`config.mk`:
```
export PLATFORM = sky130hd
export DESIGN_NAME = quarter_wave_sequencer
export DESIGN_NICKNAME = d
export VERILOG_FILES = /design/src/rtl/quarter_wave_sequencer.sv
export SDC_FILE = /design/constraint.sdc
export NUM_CORES = 1
export LEC_CHECK = 0
export CAP_MARGIN = 20
export CORE_ASPECT_RATIO = 2
export CORE_UTILIZATION = 45
export DETAILED_ROUTE_END_ITERATION = 8
export GPL_ROUTABILITY_DRIVEN = 0
export PLACE_DENSITY_LB_ADDON = 0.25
export SLEW_MARGIN = 20
export SYNTH_ARGS = -nofsm -noshare
export SYNTH_HDL_FRONTEND = slang
export SYNTH_SLANG_ARGS = --single-unit
```
`constraint.sdc`:
```
create_clock -name clk -period 2.1 [get_ports clk]
set_clock_uncertainty 0.1 [all_clocks]
set_input_delay 0.63 -clock clk [delete_from_list [all_inputs] [get_ports clk]]
set_output_delay 0.63 -clock clk [all_outputs]
set_load 0.02 [all_outputs]
```
`src/rtl/quarter_wave_sequencer.sv`:
```
// Phase accumulator and quadrant mirroring front end for a quarter-cycle sine ROM.
// Ports: clk, rst_n (async, active low), enable, phase_step, rom_address, rom_data,
//        sample_out (10-bit unsigned), sample_valid, period_start.
module quarter_wave_sequencer #(
   parameter int PHASE_WIDTH = 16
) (
   input  logic                   clk,
   input  logic                   rst_n,
   input  logic                   enable,
   input  logic [PHASE_WIDTH-1:0] phase_step,
   output logic [6:0]             rom_address,
   input  logic [8:0]             rom_data,
   output logic [9:0]             sample_out,
   output logic                   sample_valid,
   output logic                   period_start
);

   localparam int PW = PHASE_WIDTH;

   logic [PW-1:0] phase_q, phase_d;
   logic          wrap_d;
   // Marks that the current phase_q begins a new period.
   logic          first_q;

   logic          s1_valid_q;
   logic [1:0]    s1_quad_q;
   logic          s1_first_q;

   logic [9:0]    sample_q, sample_d;
   logic          valid_q;
   logic          start_q;

   logic [1:0]    quad;
   logic [6:0]    idx;

   assign quad = phase_q[PW-1:PW-2];
   assign idx  = phase_q[PW-3:PW-9];

   // Odd quadrants run the table backwards.
   assign rom_address = quad[0] ? 7'd127 - idx : idx;

   always_comb begin
      {wrap_d, phase_d} = {1'b0, phase_q} + {1'b0, phase_step};
   end

   // Upper half of the cycle is mirrored below mid-scale.
   always_comb begin
      if (s1_quad_q[1]) begin
         sample_d = 10'd511 - {1'b0, rom_data};
      end else begin
         sample_d = 10'd512 + {1'b0, rom_data};
      end
   end

   always_ff @(posedge clk or negedge rst_n) begin
      if (!rst_n) begin
         phase_q    <= '0;
         first_q    <= 1'b1;
         s1_valid_q <= 1'b0;
         s1_quad_q  <= 2'd0;
         s1_first_q <= 1'b0;
         sample_q   <= 10'd512;
         valid_q    <= 1'b0;
         start_q    <= 1'b0;
      end else begin
         if (enable) begin
            phase_q    <= phase_d;
            first_q    <= wrap_d;
            s1_valid_q <= 1'b1;
            s1_quad_q  <= quad;
            s1_first_q <= first_q;
         end else begin
            s1_valid_q <= 1'b0;
         end

         if (s1_valid_q) begin
            sample_q <= sample_d;
            valid_q  <= 1'b1;
            start_q  <= s1_first_q;
         end else begin
            valid_q  <= 1'b0;
            start_q  <= 1'b0;
         end
      end
   end

   assign sample_out   = sample_q;
   assign sample_valid = valid_q;
   assign period_start = start_q;

endmodule

```
After elaboration in Yosys (flattened, before gate mapping)
Cells that the tools add are included.
W data, S select, Z words.
- flip-flop bits (word level): 33
- latch bits: 0
- RAM bits: 0
- ROM bits: 0
- input bits: 28
- output and inout bits: 19
- word-level logic and storage cells: 17
- memories: 0
- $add $sub $neg: 4
- multiply operators: 0
- divide/modulo/power cells: 0
- magnitude comparators: 0
- equal/unequal tests: 0
- shift operators: 0
- muxes and demuxes: 5
- bitwise operators: 0
- reductions and logical operators: 0
- operators with widths (kind ; number):
    $add A16 B16 Y17 ; 1
    $add A10 B9 Y10 const A ; 1
    $mux W10 ; 1
    $sub A9 B9 Y10 const A ; 1
    $mux W7 ; 1
    $sub A7 B7 Y7 const A ; 1
    $mux W1 ; 3

Depth between registers and ports, before layout
- depth in word-level cells: 2
- depth in mapped cells: 8
- mapped depth without buffers: 8

Least setup slack after synthesis
OpenSTA, ideal clock, no wires.
- path kind: input -> register
- start: input phase_step[0]
- end: register phase_q[8]
- setup time: 120 ps
- arrival: 2373 ps
- data required time: 1880 ps
- path slack: -494 ps
- stages on the path: 8
- path buffers: 0
- path through: ha_1 > fa_1 > a21o_1 > nand3_1 > a31oi_1 > o21a_1 > or3_1 > a31o_2
- word-level cells in the longest chain between the ends: 1
- ends and longest elaborated chain (item ; RTL line ; RTL):
    start: declaration ; 10 ; input logic [PHASE_WIDTH-1:0] phase_step,
    $add A16 B16 Y17 ; 43 ; {wrap_d, phase_d} = {1'b0, phase_q} + {1'b0, phase_step};
    end signal: assignment ; 67 ; phase_q <= phase_d;
    end: declaration ; 20 ; logic [PW-1:0] phase_q, phase_d;
Every way passes these cells.
A chain may end at the register's enable or synchronous reset.

Worst setup path in the final report
- start: register phase_q[0]
- end: register phase_q[8]
- word-level cells in the longest chain between the ends: 1
- ends and longest elaborated chain (item ; RTL line):
    $add A16 B16 Y17 ; 43
Every way passes these cells.

==> results.sh <==
export IMPL_outcome="complete, but fails checks"
export IMPL_violations="setup timing"
export IMPL_routed_wl_um=5990
export IMPL_power_switching_w=0.00229
export IMPL_cts_max_level=2
export IMPL_yosysWarnings=0
export IMPL_grtUsageTotal_pct=26.3
export IMPL_hp_class="reg -> reg"
export IMPL_num_vias=2002
export IMPL_synth_avg_cell_area_um2=10.1
export IMPL_busiest_layer="met2"
export IMPL_p_leak_nw=1.48
export IMPL_grt_pass1_vias=2046
export IMPL_hpwl_um=3810
export IMPL_p_seq_share_pct=21.1
export IMPL_port_buffers=46
export IMPL_syn2layout_area_growth_pct=71.2
export IMPL_cts_buffers_inserted=5
export IMPL_die_y_um=96.6
export IMPL_vias_per_cell=5.50
export IMPL_rows=34
export IMPL_worst_r2r_path_depth=8
export IMPL_yosys_cell_types_count=42
export IMPL_start_util_pct=46.9
export IMPL_syn_area_um2=2010
export IMPL_critPathMaxFanout=4
export IMPL_finalCritPeriodShare_pct=109
export IMPL_swShare_pct=40.5
export IMPL_diodes=0
export IMPL_wl_per_cell_um=16.5
export IMPL_cts_sinks=32
export IMPL_grt_met1_usage_pct=26.5
export IMPL_ios=47
export IMPL_fin_ws_ns=-0.198
export IMPL_synth_common_cells="30 x dfrtp_1, 24 x a21oi_1, 18 x nor2_1"
export IMPL_synth_async_reset_ratio_pct=100
export IMPL_syn_nets=244
export IMPL_fmax_ghz=0.435
export IMPL_worstSetupPathType="reg -> reg"
export IMPL_ys_seq_area_share_pct=39.9
export IMPL_synth_area_top_cells="dfrtp_1 37%, ha_1 9.9%, xnor2_1 7.4%"
export IMPL_gr_total_overflow=0
export IMPL_min_period_ns=2.30
export IMPL_core_um2=4300
export IMPL_synth_edf_count=0
export IMPL_crit_slowest_cell="dfrtp_1"
export IMPL_worstReg2RegStart="phase_q[0]$_DFFE_PN0P_"
export IMPL_cts_tree="done"
export IMPL_startpoint="phase_q[0]$_DFFE_PN0P_"
export IMPL_syn_inst=199
export IMPL_power_internal_w=0.00336
export IMPL_synth_largest_area_cell="dfrtp_1"
export IMPL_die_width_um=49.3
export IMPL_clk_path_buf_depth=2
export IMPL_critPathArrivalTime_ns=2.39
export IMPL_drc_errors=0
export IMPL_synthFlopType="dfrtp_1"
export IMPL_grt_max_degree=33
export IMPL_first_pass_iters=6
export IMPL_nets=354
export IMPL_antenna_found_initial=0
export IMPL_timing_rr_end="phase_q[8]$_DFFE_PN0P_"
export IMPL_use_met3_pct=4.69
export IMPL_hold_violations=0
export IMPL_worst_hold_path_num_cells=2
export IMPL_synth_most_common_cell="dfrtp_1"
export IMPL_die_area_um2=4760
export IMPL_cp_required_ns=2.19
export IMPL_crit_chain="ha_4 > fa_2 > a21o_1 > nand3_4 > a31oi_4 > o21a_1 > or3_1 > a31o_2"
export IMPL_p_per_area_nw_per_um2=1640
export IMPL_grt_pass1_wl_um=9320
export IMPL_share_comb_of_total_power_pct=68.3
export IMPL_hold_buffers=0
export IMPL_holdWs_ns=0.376
export IMPL_setup_viol=7
export IMPL_antenna_left=0
export IMPL_cts_root_buf="clkbuf_8"
export IMPL_synth_seq_cells=32
export IMPL_final_max_slew_viol_count=0
export IMPL_endpoint_kind="register"
export IMPL_met2_usage_pct=48.3
export IMPL_drv_cap=0
export IMPL_r2r_slack_ns=-0.20
export IMPL_p_clk_share_pct=10.6
export IMPL_fillCellCount=260
export IMPL_slowest_delay_ns=0.41
export IMPL_startpoint_type="register"
export IMPL_tns_ns=-0.883
export IMPL_peakVddDrop_mv=1.05
export IMPL_worst_slew_margin_rel_pct=58.0
export IMPL_drt_initial_drc_count=36
export IMPL_synth_top_area_share_pct=37.3
export IMPL_drive_gt1_share_pct=45.8
export IMPL_grt_setup_unrepaired="yes"
export IMPL_worstMarginPinSlew_ns=0.631
export IMPL_clk_insertion_delay_late_ns=0.30
export IMPL_clk_pin_slew_ns=0.08
export IMPL_critPathCapture="phase_q[8]$_DFFE_PN0P_"
## stage by stage
| step | utilization [%] | area, µm² | power (W) | setup slack (ns) | cells |
|---|---|---|---|---|---|
| 6_report | 80.2 | 3450 | 0.00565 | -0.198 | 364 |
| 5_1_grt | 80.2 | 3450 | 0.00602 | -0.274 | 364 |
| 4_1_cts | 78.9 | 3390 | 0.00547 | -0.230 | 360 |
| 3_5_place_dp | 69.6 | 2990 | 0.00437 | -0.927 | 345 |
| 3_3_place_gp | 69.6 | 2990 | 0.00429 | -0.899 | 345 |
| 2_1_floorplan | - | 2090 | 0.00294 | -0.354 | 199 |
## how the worst min path moves through the flow
stage / slack [ns] / endpoint / start
2_1_floorplan: 0.23 / period_start$_DFF_PN0_ / rst_n
3_3_place_gp: 0.35 / sample_out[9]$_DFFE_PN1P_ / sample_out[9]$_DFFE_PN1P_
3_5_place_dp: 0.37 / sample_out[9]$_DFFE_PN1P_ / sample_out[9]$_DFFE_PN1P_
4_1_cts: 0.38 / sample_out[9]$_DFFE_PN1P_ / sample_out[9]$_DFFE_PN1P_
5_1_grt: 0.41 / sample_out[9]$_DFFE_PN1P_ / sample_out[9]$_DFFE_PN1P_
6_report: 0.38 / sample_out[9]$_DFFE_PN1P_ / sample_out[9]$_DFFE_PN1P_
## kinds of logic after synthesis
| family | share of synthesized area (%) |
|---|---|
| multiplexers | 7.33 |
| flip-flops | 39.9 |
| XOR/XNOR | 10.9 |
| adder cells (fa/ha/maj) | 10.9 |
| buffers and inverters | 1.86 |
| AO/OA/AOI/OAI | 16.4 |
| AND/OR/NAND/NOR | 12.7 |
## critical path, delay by kind of cell (launching register included)
family | cells | cell delay (ns)
compound gates | 4 | 0.72
flops | 1 | 0.41
simple gates | 2 | 0.45
fa+ha+maj | 2 | 0.51
## routing by layer
| layer | vias to the layer above | routed length [µm] |
|---|---|---|
| met1 | 965 | 2210 |
| met4 | 0 | 297 |
| met3 | 21 | 225 |
| met5 | - | 0 |
| li1 | 938 | - |
| met2 | 78 | 3250 |
## layout make-up
cell class                      count  area [µm²]  share of cell area, %
Multi-Input combinational cell    157        1520                   44.1
Tap cell                           54        67.6                   1.96
Clock buffer                        5        68.8                   2.00
Sequential cell                    32         805                   23.3
Clock inverter                      3        42.5                   1.23
Timing Repair Buffer              109         927                   26.9
Inverter                            4        15.0                  0.436
## layout by cell type, fill, tap and decap left out, types with 4 or more instances in the layout
master,synthesis,final
dfrtp_1,30,29
nor2_1,18,17
dlygate4sd2_1,0,4
xor2_1,8,8
a21oi_1,24,20
clkbuf_8,0,5
buf_4,0,56
clkdlybuf4s50_1,0,24
xnor2_1,17,17
clkbuf_2,0,4
clkdlybuf4s15_1,0,5
nand2_1,10,9
buf_6,0,10
mux2_2,10,8
ha_4,0,12
## state kept, by name, summed over array words and instances (netlist names)
signal        cells
period_start      1
sample_out       10
s1_valid_q        1
s1_first_q        1
s1_quad_q         1
phase_q          16
sample_valid      1
first_q           1
## timing repair
| action | 4_1_cts | 5_1_grt |
|---|---|---|
| resized for setup | 99 | 17 |
| pin swaps | 44 | 15 |
| setup endpoints to repair | 22 | 13 |
| setup buffers | 8 | 5 |
## power by group through the flow
stage / combinational, W / clock (W) / sequential (W)
floorplan: 0.00175 / 0 / 0.00120
global placement: 0.00314 / 0 / 0.00115
detailed placement: 0.00321 / 0 / 0.00116
CTS: 0.00367 / 0.000605 / 0.00119
global route: 0.00415 / 0.000635 / 0.00124
finish: 0.00386 / 0.000599 / 0.00119
Power figures use the tool's default switching activity.
